## config.mk

```make
export PLATFORM = sky130hd
export DESIGN_NAME = move_cmd_sequencer
export DESIGN_NICKNAME = d
export VERILOG_FILES = /design/src/rtl/move_cmd_sequencer_pkg.sv /design/src/rtl/move_cmd_sequencer_fifo.sv /design/src/rtl/move_cmd_sequencer.sv
export SDC_FILE = /design/constraint.sdc
export NUM_CORES = 1
export LEC_CHECK = 0
export ABC_AREA = 1
export BUFFER_PORTS_ARGS = -buffer_cell sky130_fd_sc_hd__buf_2
export CAP_MARGIN = 20
export CORE_MARGIN = 5
export CORE_UTILIZATION = 25
export CTS_CLUSTER_DIAMETER = 150
export DETAILED_ROUTE_END_ITERATION = 8
export PLACE_DENSITY = 0.53
export SYNTH_ARGS = -nofsm -noshare
export SYNTH_HDL_FRONTEND = slang
export SYNTH_SLANG_ARGS = --single-unit
```

## constraint.sdc

```tcl
create_clock -name clk -period 3.2 [get_ports clk]
set_input_delay 0.32 -clock clk [delete_from_list [all_inputs] [get_ports clk]]
set_output_delay 0.32 -clock clk [all_outputs]
set_load 0.1 [all_outputs]
```

## src/rtl/move_cmd_sequencer_pkg.sv

```systemverilog
// move_cmd_sequencer_pkg: command codes, map cell IDs and sequencer FSM states
package move_cmd_sequencer_pkg;
    localparam int POS_W = 7;
    localparam logic [2:0] CMD_RIGHT = 3'd1, CMD_LEFT = 3'd2, CMD_UP = 3'd3, CMD_DOWN = 3'd4, CMD_EXIT = 3'd5;
    localparam logic [15:0] CELL_UNKNOWN = 16'd0, CELL_CURRENT = 16'd1, CELL_ENTRANCE = 16'd2,
                            CELL_EXIT = 16'd3, CELL_BLANK = 16'd4, CELL_WALL = 16'd5;
    typedef enum logic [2:0] {IDLE, LOOKUP, CHECK, ISSUE, HALT} state_t;
endpackage

```

## src/rtl/move_cmd_sequencer_fifo.sv

```systemverilog
// cmd_fifo: synchronous show-ahead FIFO, head visible on dout while not empty
module cmd_fifo #(
    parameter int DEPTH = 4,
    parameter int W = 16
) (
    input  logic         clk,
    input  logic         rst_n,
    input  logic         push,
    input  logic         pop,
    input  logic [W-1:0] din,
    output logic [W-1:0] dout,
    output logic         full,
    output logic         empty
);
    localparam int AW = $clog2(DEPTH);
    logic [W-1:0] mem [DEPTH];
    logic [AW-1:0] wr_ptr, rd_ptr;
    logic [AW:0] count;
    logic do_push, do_pop;
    assign full = count == (AW+1)'(DEPTH);
    assign empty = count == '0;
    assign do_push = push && !full;
    assign do_pop = pop && !empty;
    assign dout = mem[rd_ptr];
    always_ff @(posedge clk) begin
        if (!rst_n) begin
            wr_ptr <= '0;
            rd_ptr <= '0;
            count <= '0;
        end else begin
            if (do_push) begin
                mem[wr_ptr] <= din;
                wr_ptr <= wr_ptr + AW'(1);
            end
            if (do_pop) rd_ptr <= rd_ptr + AW'(1);
            count <= count + (AW+1)'(do_push) - (AW+1)'(do_pop);
        end
    end
endmodule

```

## src/rtl/move_cmd_sequencer.sv

```systemverilog
// move_cmd_sequencer: buffers raw commands, validates moves against bounds and walls, issues legal ones
module move_cmd_sequencer
    import move_cmd_sequencer_pkg::*;
#(
    parameter int FIFO_DEPTH = 4,
    parameter int GRID_W = 10,
    parameter int GRID_H = 10,
    parameter int START_POS = 50,
    parameter int WALL_ID = 5
) (
    input  logic             clk,
    input  logic             rst_n,
    input  logic             cmd_valid,
    input  logic [15:0]      cmd_data,
    output logic             cmd_ready,
    output logic [POS_W-1:0] map_addr,
    input  logic [15:0]      map_data,
    output logic             mv_valid,
    output logic [2:0]       mv_code,
    output logic [POS_W-1:0] mv_pos,
    input  logic             mv_ready,
    output logic [POS_W-1:0] cur_pos,
    output logic [7:0]       reject_cnt,
    output logic             halted
);
    localparam logic [POS_W-1:0] GW = POS_W'(GRID_W), COL_MAX = POS_W'(GRID_W - 1),
                                 ROW_MAX = POS_W'(GRID_H - 1), START = POS_W'(START_POS);
    localparam logic [15:0] WALL = 16'(WALL_ID);
    state_t state, state_n;
    logic [15:0] head;
    logic [2:0] code, cmd_q, cmd_n, mv_code_n;
    logic [POS_W-1:0] tgt_q, tgt_n, mv_pos_n, cur_pos_n, col, row, step, target;
    logic [7:0] reject_n;
    logic full, empty, pop, hi_zero, is_move, is_exit, in_bounds, reject;

    cmd_fifo #(.DEPTH(FIFO_DEPTH), .W(16)) u_fifo (
        .clk(clk), .rst_n(rst_n), .push(cmd_valid && cmd_ready), .pop(pop),
        .din(cmd_data), .dout(head), .full(full), .empty(empty)
    );

    assign halted = state == HALT;
    assign cmd_ready = !full && !halted;
    assign mv_valid = state == ISSUE;
    assign map_addr = state == LOOKUP ? tgt_q : '0;
    assign pop = state == IDLE && !empty;
    assign code = head[2:0];
    assign hi_zero = head[15:3] == '0;
    assign is_move = hi_zero && code >= CMD_RIGHT && code <= CMD_DOWN;
    assign is_exit = hi_zero && code == CMD_EXIT;
    assign col = cur_pos % GW;
    assign row = cur_pos / GW;
    // Bounds are judged on row/column so edge moves never wrap into the neighbouring row
    assign in_bounds = code == CMD_RIGHT ? col < COL_MAX :
                       code == CMD_LEFT  ? col != '0 :
                       code == CMD_UP    ? row != '0 : row < ROW_MAX;
    assign step = (code == CMD_RIGHT || code == CMD_LEFT) ? POS_W'(1) : GW;
    assign target = (code == CMD_RIGHT || code == CMD_DOWN) ? cur_pos + step : cur_pos - step;
    assign reject_n = reject_cnt + 8'(reject && reject_cnt != 8'hFF);

    always_comb begin
        state_n = state;
        cmd_n = cmd_q;
        tgt_n = tgt_q;
        mv_code_n = mv_code;
        mv_pos_n = mv_pos;
        cur_pos_n = cur_pos;
        reject = 1'b0;
        case (state)
            IDLE: if (!empty) begin
                if (is_move && in_bounds) begin
                    state_n = LOOKUP;
                    cmd_n = code;
                    tgt_n = target;
                end else if (is_exit) begin
                    state_n = ISSUE;
                    mv_code_n = CMD_EXIT;
                    mv_pos_n = cur_pos;
                end else reject = 1'b1;
            end
            LOOKUP: state_n = CHECK;
            CHECK: if (map_data == WALL) begin
                reject = 1'b1;
                state_n = IDLE;
            end else begin
                state_n = ISSUE;
                mv_code_n = cmd_q;
                mv_pos_n = tgt_q;
            end
            ISSUE: if (mv_ready) begin
                cur_pos_n = mv_pos;
                state_n = mv_code == CMD_EXIT ? HALT : IDLE;
            end
            default: ;
        endcase
    end

    always_ff @(posedge clk) begin
        if (!rst_n) begin
            state <= IDLE;
            cmd_q <= '0;
            tgt_q <= '0;
            mv_code <= '0;
            mv_pos <= START;
            cur_pos <= START;
            reject_cnt <= '0;
        end else begin
            state <= state_n;
            cmd_q <= cmd_n;
            tgt_q <= tgt_n;
            mv_code <= mv_code_n;
            mv_pos <= mv_pos_n;
            cur_pos <= cur_pos_n;
            reject_cnt <= reject_n;
        end
    end
endmodule

```

**After elaboration in Yosys (flattened, before gate mapping)**

Memories as Yosys holds them, arrays and structs flattened. A register that Yosys moved wholly into a read port is not among the register bits.
Cells that the tools add are included.

- Register bits after elaboration: 45
- Bits in latches: 0
- Memory bits (writable): 64
- ROM bits: 0
- Input bits: 36
- Output and inout bits: 35
- Memories: 1

Memory list:

| memory | words | bits a word | rd ports | clocked after Yosys merged registers in | write ports | RTL line | text |
|---|---|---|---|---|---|---|---|
| u_fifo.mem | 4 | 16 | 1 | 1 | 1 | move_cmd_sequencer_fifo.sv:16 | `logic [W-1:0] mem [DEPTH];` |

- $add $sub $neg: 7
- Multipliers: 0
- Div/mod/pow operators: 2
- Magnitude comparators: 4
- Equality and inequality tests: 19
- Shifts and indexed selects: 0
- Mux-type cells: 33
- Bitwise gates (word level): 1
- Reductions and logical operators: 26

Operators with widths:

| kind | count |
|---|---|
| $mux W7 | 6 |
| $mux W3 | 9 |
| $eq A16 B3 Y1 const B | 1 |
| $eq A3 B3 Y1 const B | 5 |
| $lt A7 B4 Y1 const B | 2 |
| $pmux W7 S2 | 1 |
| $reduce_bool A7 Y1 | 2 |
| $logic_not A13 Y1 | 1 |
| $eq A3 B2 Y1 const B | 4 |
| $pmux W3 S4 | 1 |
| $logic_and A1 B1 Y1 | 10 |
| $mux W1 | 10 |
| $add A8 B1 Y8 | 1 |
| $ne A2 B2 Y1 const B | 4 |
| $ne A8 B8 Y1 const B | 1 |
| $add A7 B4 Y7 | 1 |
| $div A7 B4 Y7 const B | 1 |
| $mod A7 B4 Y7 const B | 1 |
| $sub A7 B4 Y7 | 1 |
| $eq A3 B1 Y1 const B | 2 |
| $logic_not A3 Y1 | 2 |
| $mux W2 | 3 |
| $pmux W3 S2 | 1 |
| $reduce_and A5 Y1 | 1 |
| other kinds (17) | 21 |

**Longest topological paths before layout**

Gate-level depths: netlist of the first run.

- Depth in word-level cells: 11
- Depth in mapped cells: 35

**Modules after synthesis**

From an unflattened synthesis of the first run, not the netlist that was laid out.

- Cells, all modules: 592
- Area total of the unflattened synthesis: 5285.1 um^2

By module, submodules not included:

| module | instances | cells an instance | area an instance (um^2) | seq. area each (um^2) |
|---|---|---|---|---|
| cmd_fifo | 1 | 224 | 2845.2 | 2102.0 |
| move_cmd_sequencer | 1 | 368 | 2439.8 | 760.7 |

**Least setup slack after synthesis of the first run**

No wires, ideal clock.

- Kind: register -> register
- Start point: reg cur_pos[5]
- End point: reg reject_cnt[6]
- Library setup time: 0.119 ns
- Data arrival time: 4.285 ns
- Setup slack: -1.204 ns
- Cell stages (with the launch flop): 31
- Path buffers: 0
- Clock period less this slack: 4.404 ns
- Cell sequence: dfxtp_1 -> inv_1 -> ha_1 -> o21ai_2 -> nand2_2 -> nand3_2 -> nand2_4 -> nand2_4 -> nand2_1 -> nand2_2 -> inv_2 -> nand2_4 -> nand4_1 -> nand3_2 -> nand2_2 -> nand4_1 -> nand2_1 -> nand3_1 -> nand3_2 -> nand3_1 -> nand3_1 -> a21oi_1 -> ha_1 -> ha_1 -> nand2_1 -> nor2_1 -> inv_1 -> nor2_1 -> nand3_1 -> nand2_1 -> nor2_1

- Longest elaborated chain between the ends: 11
- Elaborated cells between the ends (all ways): 15

RTL lines:

| what | RTL line | text |
|---|---|---|
| start, declared | move_cmd_sequencer.sv:22 | `output logic [POS_W-1:0] cur_pos,` |
| start signal, assigned | move_cmd_sequencer.sv:112 | `cur_pos <= cur_pos_n;` |
| $div A7 B4 Y7 | move_cmd_sequencer.sv:51 | `assign row = cur_pos / GW;` |
| $lt A7 B4 Y1 or $reduce_bool A7 Y1 (tied branches) | move_cmd_sequencer.sv:55 | `code == CMD_UP ? row != '0 : row < ROW_MAX;` |
| $mux W1 | move_cmd_sequencer.sv:55 |  |
| $mux W1 | move_cmd_sequencer.sv:54 | `code == CMD_LEFT ? col != '0 :` |
| $mux W1 * | move_cmd_sequencer.sv:53 | `assign in_bounds = code == CMD_RIGHT ? col < COL_MAX :` |
| $logic_and A1 B1 Y1 * | move_cmd_sequencer.sv:70 | `if (is_move && in_bounds) begin` |
| $mux W1 * | move_cmd_sequencer.sv:70 |  |
| $mux W1 * | move_cmd_sequencer.sv:69 | `IDLE: if (!empty) begin` |
| $pmux W1 S2 * | move_cmd_sequencer.sv:68 | `case (state)` |
| $logic_and A1 B1 Y1 * | move_cmd_sequencer.sv:58 | `assign reject_n = reject_cnt + 8'(reject && reject_cnt != 8'hFF);` |
| $add A8 B1 Y8 * | move_cmd_sequencer.sv:58 |  |
| end signal, assigned | move_cmd_sequencer.sv:113 | `reject_cnt <= reject_n;` |
| end, declared | move_cmd_sequencer.sv:23 | `output logic [7:0] reject_cnt,` |

Mark *: on every way between the ends. The rest lies on a longest branch, timed or not.
A chain may end at the register's enable or synchronous reset.

**Worst setup path after layout of the first run**

- Start point: reg cur_pos[5]
- End point: reg reject_cnt[7]

Same word-level chain as after synthesis.

==> results.json, run 1 <==
{
  "avgViaCountPerCell": 4.22,
  "antenna_found_initial": 0,
  "drive_gt1_share_pct": 29.9,
  "port_buffers": 70,
  "ys_seq_area_share_pct": 55.5,
  "pin_count": 71,
  "power.density_nw_per_um2": 876,
  "die_y_um": 154,
  "violations": "negative setup slack",
  "worstMarginPinSlew_ns": 0.522,
  "clock_skew_ns": 0.00820,
  "max-slew-margin-rel_pct": 65.4,
  "antenna_cells": 0,
  "synth_nets": 616,
  "totalWireLength_um": 12200,
  "overflow": 0,
  "synth_top_area_share_pct": 37.3,
  "end_kind": "flip-flop",
  "nFillCells": 2111,
  "cp.required_ns": 3.45,
  "coreArea_um2": 20300,
  "setup_viol": 5,
  "critPathKind": "flip-flop to flip-flop",
  "finish.utilization_pct": 33.3,
  "yosysWarnings": 0,
  "final_nets": 737,
  "drt_iter0_drc": 179,
  "cts.clk_slew.worst_paths_ns": 0.08,
  "postSynthAreaPerCell_um2": 9.18,
  "ant_nets": 0,
  "final.setup.tns_ns": -0.711,
  "max_freq_mhz": 296,
  "timing.hold.ws_ns": 0.183,
  "grt_pass1_vias": 4052,
  "cts_tree": "built",
  "drt_first_pass_iters": 4,
  "synth_area_leaders": "edfxtp_1, dfxtp_1, nand2_1",
  "fin_crit_sh_pct": 106,
  "slowest_stage": "dfxtp_4",
  "drc": 0,
  "synth_edf_count": 64,
  "clock_latency_ns": 0.36,
  "cts-root-buf": "clkbuf_16",
  "grt_max_degree": 40,
  "vias": 4042,
  "synth.distinct_cells": 38,
  "clockBufferDepth": 2,
  "drv_slew": 0,
  "grt_first_pass_wirelength_um": 20300,
  "routabilityCongestion": 0.772,
  "die_w_um": 154,
  "hp-class": "input port to flip-flop",
  "syn_area_um2": 5160,
  "drv_cap": 0,
  "fp.dieArea_um2": 23600,
  "synth_area_leader_cell": "edfxtp_1",
  "leakagePower_uw": 0.00288,
  "status": "finished with violations",
  "cts_inserted_buffers": 9,
  "syn2layout_area_growth_pct": 31.1,
  "fp-row-count": 52,
  "synthFlopType": "edfxtp_1",
  "grt.total_usage_pct": 10.6,
  "total_power_uw": 5920,
  "critPathArrivalTime_ns": 3.63,
  "synth_seq_cells": 111,
  "syn-instance-count": 562,
  "slowest_delay_ns": 0.37,
  "initial_core_util_pct": 25.4,
  "synthArstFlopShare_pct": 0,
  "hold_violations": 0,
  "cp_max_fo": 5,
  "period_needed_ns": 3.38,
  "wl_per_cell_um": 12.7,
  "peakVddDrop_v": 0.000387,
  "htreeDepth": 3,
  "critPathLaunchType": "flip-flop",
  "place_hpwl_um": 9210,
  "clock-sinks": 111,
  "rsz0062_at_grt": "true",
  "worst_slack_ns": -0.179
}
[worst paths after layout]
| kind | slack [ns] | startpoint | depth (start not counted) | endpoint |
|---|---|---|---|---|
| worst max register to register | -0.18 | cur_pos[5] | 29 | reject_cnt[7] |
| worst max-delay path | -0.18 | cur_pos[5] | 29 | reject_cnt[7] |
| worst min register to register | 0.47 | cmd_q[0] | 2 | mv_code[0] |
| worst min-delay path | 0.18 | cmd_data[2] | 1 | u_fifo.mem[3][2] |
[what timing repair did]
item                                    CTS  global route
pin swaps                                13            13
hold buffers                              0             0
resized for setup                        20            24
buffers inserted                          7             5
endpoints found under the setup margin    5            18
[metal layers]
metal	GRT usage, %	vias to the layer above	wire (um)
li1	-	2143	-
met1	13.0	1846	5490
met2	18.7	40	6230
met3	2.14	13	327
met4	3.28	0	148
met5	0	-	0
[logic make-up after synthesis]
group | synth area share [%]
compound gates | 8.39
xor+xnor | 1.19
fa+ha+maj | 4.66
buf+inv | 6.36
flops | 55.5
simple gates | 23.9
[synth_stat cells (2+ instances only)]
cell type / number
nor3_1: 6
a31oi_1: 6
fa_1: 2
nor2_1: 61
inv_2: 3
nand2_1: 118
edfxtp_1: 64
nand2_2: 7
o211ai_1: 3
ha_1: 16
dfxtp_1: 47
inv_1: 73
a32oi_1: 3
nor3b_1: 2
nor4_1: 15
o21ai_2: 3
nand4_1: 19
o21ai_0: 27
nand3_2: 4
xor2_1: 6
nand3_1: 22
nand2_4: 3
a21oi_1: 32
clkbuf_1: 6
[sequential cells by signal (all words and copies together) (netlist names), named ones only]
register       count
state              3
tgt_q              7
mv_code            3
reject_cnt         8
cmd_q              3
u_fifo.rd_ptr      2
mv_pos             7
u_fifo.mem        64
u_fifo.wr_ptr      2
u_fifo.count       3
cur_pos            7
[power by group]
| group | internal (uW) | total (uW) | switching (uW) |
|---|---|---|---|
| registers | 1700 | 1840 | 135 |
| logic | 897 | 2870 | 1970 |
| clock network | 641 | 1220 | 576 |
[per-stage QoR]
stage          std cells  setup WS [ns]  cell area (um2)
6_report             958         -0.179             6760
5_1_grt              958         -0.558             6760
4_1_cts              953         -0.247             6640
3_5_place_dp         930         -0.340             6180
3_3_place_gp         930         -0.287             6180
2_1_floorplan        562         -0.405             5260
[worst max-delay path: cells and delay by family, from the launching register on]
| kind | cells | cell delay, ns |
|---|---|---|
| compound gates | 4 | 0.56 |
| fa+ha+maj | 2 | 0.33 |
| buf+inv | 3 | 0.16 |
| flops | 1 | 0.37 |
| simple gates | 20 | 1.85 |
[layout by cell type, fill, tap and decap left out, types with 6 or more instances in the layout]
master	instances
nand2_4	8
nand2_2	16
buf_4	45
inv_1	67
nand2_1	104
nor2_1	58
ha_1	12
clkbuf_16	9
a21oi_1	31
inv_2	8
nand4_1	19
a31oi_1	6
nand3_1	12
dfxtp_1	42
buf_2	70
xor2_1	6
nor4_1	15
o21ai_0	23
edfxtp_1	64
nand3_2	10
[layout make-up]
type                    count  area, um2  area share [%]
repair buffers            118        722            10.7
inverters                  77        294            4.35
clock inverters             7       97.6            1.44
multi-input cells         366       2210            32.7
clock buffers               9        225            3.33
well taps                 270        338            5.00
flip-flops and latches    111       2870            42.5
Power figures use the tool's default switching activity.
==> run 2, diff against run 1 <==
--- a/config.mk
+++ b/config.mk
@@ -8,6 +8,7 @@
 export ABC_AREA = 1
 export BUFFER_PORTS_ARGS = -buffer_cell sky130_fd_sc_hd__buf_2
 export CAP_MARGIN = 20
+export CORE_ASPECT_RATIO = 2
 export CORE_MARGIN = 5
 export CORE_UTILIZATION = 25
 export CTS_CLUSTER_DIAMETER = 150
==> run 2 against run 1 <==
Compared with the run above: clock skew grew 0.0011 ns; critical endpoint is now reject_cnt[6]; final area grew 0.46%; die area grew 0.74%; first-iteration DRC count shrank 23%; flip-flop and latch count is the same; cell count grew 0.52%; clock power shrank 13%; the run still ends with negative setup slack left; critical path depth grew 2.
==> results.json, run 2 (synthesized netlist as in run 1, its figures left out) <==
{
  "routabilityCongestion": 0.792,
  "die_y_um": 213,
  "critPathKind": "flip-flop to flip-flop",
  "grt_max_degree": 40,
  "antenna_found_initial": 0,
  "cp-startpoint": "cur_pos[5]",
  "critPathLaunchType": "flip-flop",
  "cts_inserted_buffers": 9,
  "drv_cap": 0,
  "cts.clk_slew.worst_paths_ns": 0.08,
  "syn2layout_area_growth_pct": 31.7,
  "cp_common_cell": "nand2_2",
  "grt_first_pass_wirelength_um": 21400,
  "peakVddDrop_v": 0.000354,
  "layout_commonest_cell": "nand2_1",
  "pin_count": 71,
  "critPathArrivalTime_ns": 3.71,
  "coreArea_um2": 20400,
  "drt_first_pass_iters": 4,
  "violations": "negative setup slack",
  "status": "finished with violations",
  "rsz0062_at_grt": "true",
  "slowest_stage": "dfxtp_4",
  "slowest_delay_ns": 0.36,
  "fp.dieArea_um2": 23800,
  "initial_core_util_pct": 25.3,
  "power.density_nw_per_um2": 888,
  "die_w_um": 112,
  "finish.utilization_pct": 33.3,
  "leakagePower_uw": 0.00290,
  "cts_tree": "built",
  "hold_violations": 0,
  "clock-sinks": 111,
  "setup_viol": 5,
  "place_hpwl_um": 10700,
  "vias": 4190,
  "fp-row-count": 74,
  "timing.hold.ws_ns": 0.183,
  "top_register": "u_fifo.mem",
  "register_area_um2": 2870,
  "drv_slew": 0,
  "overflow": 0,
  "reg2reg_to": "reject_cnt[6]",
  "drc": 0,
  "cp.required_ns": 3.44,
  "clock_skew_ns": 0.00927,
  "ant_nets": 0,
  "nFillCells": 2160,
  "wl_per_cell_um": 14.2,
  "dp_worst_setup_slack_ns": -0.341,
  "largest_register_ffs": 64,
  "worstReg2RegStart": "cur_pos[5]",
  "clock_latency_ns": 0.35,
  "cp_max_fo": 5,
  "max-slew-margin-rel_pct": 66.8,
  "worstMarginPinSlew_ns": 0.502,
  "drive_gt1_share_pct": 32.0,
  "worst_slack_ns": -0.267,
  "final_cells": 963,
  "place_area_um2": 6270,
  "clockBufferDepth": 2,
  "multi_input_area_um2": 2230,
  "hp-class": "input port to flip-flop",
  "grt.total_usage_pct": 11.6,
  "final_area_um2": 6790,
  "post-place-cells": 939,
  "totalWireLength_um": 13700,
  "end_kind": "flip-flop",
  "mostFrequentLayoutCells": "nand2_1, buf_2, inv_1, edfxtp_1, buf_4",
  "fin_crit_sh_pct": 108,
  "htreeDepth": 3,
  "rrSetupSlack_ns": -0.27,
  "crit_end": "reject_cnt[6]",
  "drt_iter0_drc": 137,
  "grt_pass1_vias": 4271,
  "port_buffers": 70,
  "avgViaCountPerCell": 4.35,
  "reg_top3": "u_fifo.mem: 64 flops, reject_cnt: 8 flops",
  "antenna_cells": 0,
  "cts-root-buf": "clkbuf_16",
  "period_needed_ns": 3.47,
  "final_nets": 746,
  "max_freq_mhz": 288,
  "worst-r2r-cell-count": 31
}
==> run 2: cell count changes in the layout (fill, tap and decap cells not counted), sizes merged <==
| cell | before | now |
|---|---|---|
| clkinvlp | 0 | 2 |
| buf | 118 | 127 |
| bufinv | 1 | 0 |
| inv | 82 | 80 |
| clkinv | 1 | 2 |
==> run 2: repair_timing <==
action,CTS,global route
resized for setup,15,34
endpoints found under the setup margin,5,20
pin swaps,16,28
endpoints found under the hold margin,0,0
cloned,0,0
setup buffers,3,5
hold buffers,0,0
==> run 2: how the worst min path moves through the flow <==
stage / slack, ns / startpoint / end / cells after the start
after detailed placement: 0.46 / u_fifo.rd_ptr[1] / u_fifo.rd_ptr[1] / 2
after global placement: 0.45 / cmd_q[0] / mv_code[0] / 2
after CTS: 0.17 / cmd_data[2] / u_fifo.mem[3][2] / 1
after floorplan: 0.42 / cmd_data[0] / u_fifo.mem[0][0] / 0
after global routing: 0.17 / cmd_data[11] / u_fifo.mem[2][11] / 1
final: 0.18 / cmd_data[11] / u_fifo.mem[2][11] / 1
==> run 2: where the power goes <==
part | total [uW] | leakage (uW) | internal (uW) | switching, uW
clock network | 1060 | 0.000133 | 537 | 522
registers | 1840 | 0.000964 | 1700 | 144
logic | 3120 | 0.00181 | 1030 | 2100
==> run 2: metrics by stage <==
stage	setup TNS (ns)	total power [uW]
after floorplan	-1.27	3900
after global placement	-0.920	4680
after detailed placement	-1.18	4690
after CTS	-0.978	5870
after global routing	-4.15	6490
final	-1.13	6030
==> run 2: area by class of cell <==
| class | count | area share (%) |
|---|---|---|
| clock inverters | 7 | 0.811 |
| well taps | 266 | 4.90 |
| flip-flops and latches | 111 | 42.3 |
| repair buffers | 127 | 11.5 |
| inverters | 77 | 4.29 |
| multi-input cells | 366 | 32.9 |
| clock buffers | 9 | 3.32 |
==> run 2: per-layer routing <==
layer  up-vias  routed length, um  GRT usage, %
li1       2156                  -             -
met1      1945               4820          10.9
met2        67               8020          23.8
met3        22                360          1.76
met4         0                455          5.67
met5         -                  0             0
==> run 2: worst max-delay path: cells and delay by family (launching register included) <==
kind | cells | cell delay (ns)
and+or+nand+nor | 21 | 1.73
adders and majority gates | 3 | 0.46
AOI/OAI and AO/OA | 2 | 0.42
DFF | 1 | 0.36
buffers and inverters | 4 | 0.21
xor gates and xnor gates | 1 | 0.17
==> run 3, diff against run 2 <==
==> constraint.sdc (replaced) <==
create_clock -name clk -period 3.2 [get_ports clk]
set_input_delay 0.16 -clock clk [delete_from_list [all_inputs] [get_ports clk]]
set_output_delay 0.16 -clock clk [all_outputs]
set_load 0.1 [all_outputs]
==> run 3 against run 2 <==
Compared with the run above: the run still ends with negative setup slack left; clock-buffer cell count up 1; worst setup slack worse by 0.046 ns; power up 2.7%; largest cell class unchanged; highest routed layer unchanged.
==> results.json, run 3 (synthesized netlist as in run 1, its figures left out) <==
{
  "status": "finished with violations",
  "violations": "negative setup slack",
  "power.density_nw_per_um2": 900,
  "drv_slew": 0,
  "coreArea_um2": 20400,
  "port_buffers": 70,
  "pwr-share-comb_pct": 52.0,
  "drc": 0,
  "drt_first_pass_iters": 4,
  "clockBufferDepth": 2,
  "critPathArrivalTime_ns": 3.76,
  "clkPwrFrac_pct": 18.3,
  "wl_per_cell_um": 14.2,
  "clock_skew_ns": 0.0132,
  "finish.utilization_pct": 33.8,
  "avgViaCountPerCell": 4.34,
  "swShare_pct": 45.0,
  "worst_slack_ns": -0.313,
  "end_kind": "flip-flop",
  "vias": 4201,
  "max-slew-margin-rel_pct": 66.0,
  "final.setup.tns_ns": -1.08,
  "hp-class": "input port to flip-flop",
  "cp_common_cell": "nand2_4",
  "final_nets": 751,
  "max_freq_mhz": 285,
  "p_int_uw": 3400,
  "switchingPower_uw": 2780,
  "syn2layout_area_growth_pct": 33.4,
  "critical_path_buf_inv_count": 3,
  "critPathLaunchType": "flip-flop",
  "timing.hold.ws_ns": 0.0224,
  "antenna_found_initial": 0,
  "slowest_stage": "dfxtp_4",
  "ant_nets": 0,
  "die_w_um": 112,
  "antenna_cells": 0,
  "cp.required_ns": 3.45,
  "pin_count": 71,
  "clock-sinks": 111,
  "layout_commonest_cell": "nand2_1",
  "die_y_um": 213,
  "worstMarginPinSlew_ns": 0.509,
  "crit_family": "simple AND/OR/NAND/NOR gates",
  "period_needed_ns": 3.51,
  "grt_pass1_vias": 4227,
  "peakVddDrop_v": 0.000493,
  "fp-row-count": 74,
  "setup_viol": 6,
  "clock_latency_ns": 0.36,
  "place_hpwl_um": 10700,
  "initial_core_util_pct": 25.3,
  "cts-root-buf": "clkbuf_16",
  "reg_top3": "u_fifo.mem: 64 flops, reject_cnt: 8 flops",
  "fin_crit_sh_pct": 110,
  "grt_first_pass_wirelength_um": 21700,
  "largest_register_ffs": 64,
  "grt_max_degree": 40,
  "cts_tree": "built",
  "seqPwrFrac_pct": 29.8,
  "mostFrequentLayoutCells": "nand2_1, buf_2, inv_1, edfxtp_1, buf_4",
  "totalWireLength_um": 13700,
  "grt.total_usage_pct": 11.8,
  "leakagePower_uw": 0.00293,
  "htreeDepth": 3,
  "drt_iter0_drc": 121,
  "overflow": 0,
  "slowest_delay_ns": 0.36,
  "cts_inserted_buffers": 9,
  "top_register": "u_fifo.mem",
  "cts.clk_slew.worst_paths_ns": 0.07,
  "routabilityCongestion": 0.795,
  "critPathKind": "flip-flop to flip-flop",
  "cp_max_fo": 5,
  "drv_cap": 0,
  "hold_violations": 0,
  "fp.dieArea_um2": 23800,
  "rsz0062_at_grt": "true",
  "drive_gt1_share_pct": 31.9
}
[run 3: worst reg2reg max path: cells and delay by family (launching register included)]
| family | cells | cell delay (ns) |
|---|---|---|
| adder cells (fa/ha/maj) | 3 | 0.47 |
| flip-flops | 1 | 0.36 |
| AO/OA/AOI/OAI | 2 | 0.40 |
| AND/OR/NAND/NOR | 22 | 2.03 |
| buffers and inverters | 3 | 0.14 |
[run 3: path summary, 6_finish.rpt]
| path | start | end | slack (ns) | depth (start not counted) |
|---|---|---|---|---|
| worst max-delay path | cur_pos[5] | reject_cnt[6] | -0.31 | 30 |
| worst min-delay path | cmd_data[0] | u_fifo.mem[0][0] | 0.02 | 1 |
| worst max register to register | cur_pos[5] | reject_cnt[6] | -0.31 | 30 |
| worst min register to register | u_fifo.rd_ptr[1] | u_fifo.rd_ptr[1] | 0.46 | 2 |
[run 3: final cells by class]
class                   instances  area, um2
clock inverters                 6       70.1
fillers                      2160      13500
clock buffers                  10        229
multi-input cells             366       2260
repair buffers                132        825
flip-flops and latches        111       2870
well taps                     266        333
inverters                      77        292
[run 3: per-layer routing]
metal / share of wire (%) / vias to the layer above / global-route usage [%]
li1: - / 2173 / -
met1: 36 / 1947 / 11.3
met3: 2.6 / 17 / 1.93
met2: 59 / 64 / 24.2
met5: 0 / - / 0
met4: 2.3 / 0 / 4.91
[run 3: repair_timing]
item	4_1_cts	5_1_grt
pin swaps	10	19
resized for setup	18	34
hold endpoints to repair	4	0
hold buffers	2	0
buffers inserted	3	7
setup endpoints to repair	5	20
[run 3: through the flow]
stage	instances	total power (uW)	worst slack [ns]	area, um2
after floorplan	562	3900	-0.405	5260
after global placement	940	4680	-0.289	6280
after detailed placement	940	4690	-0.347	6280
after CTS	961	5950	-0.289	6680
after global routing	968	6640	-0.622	6880
final	968	6190	-0.313	6880
[run 3: power groups by stage]
| stage | logic (uW) | registers (uW) | clock network (uW) |
|---|---|---|---|
| finish | 3220 | 1840 | 1130 |
| global route | 3550 | 1860 | 1230 |
| CTS | 2930 | 1840 | 1180 |
| detailed placement | 2810 | 1870 | 0 |
| global placement | 2800 | 1880 | 0 |
| floorplan | 1500 | 2400 | 0 |
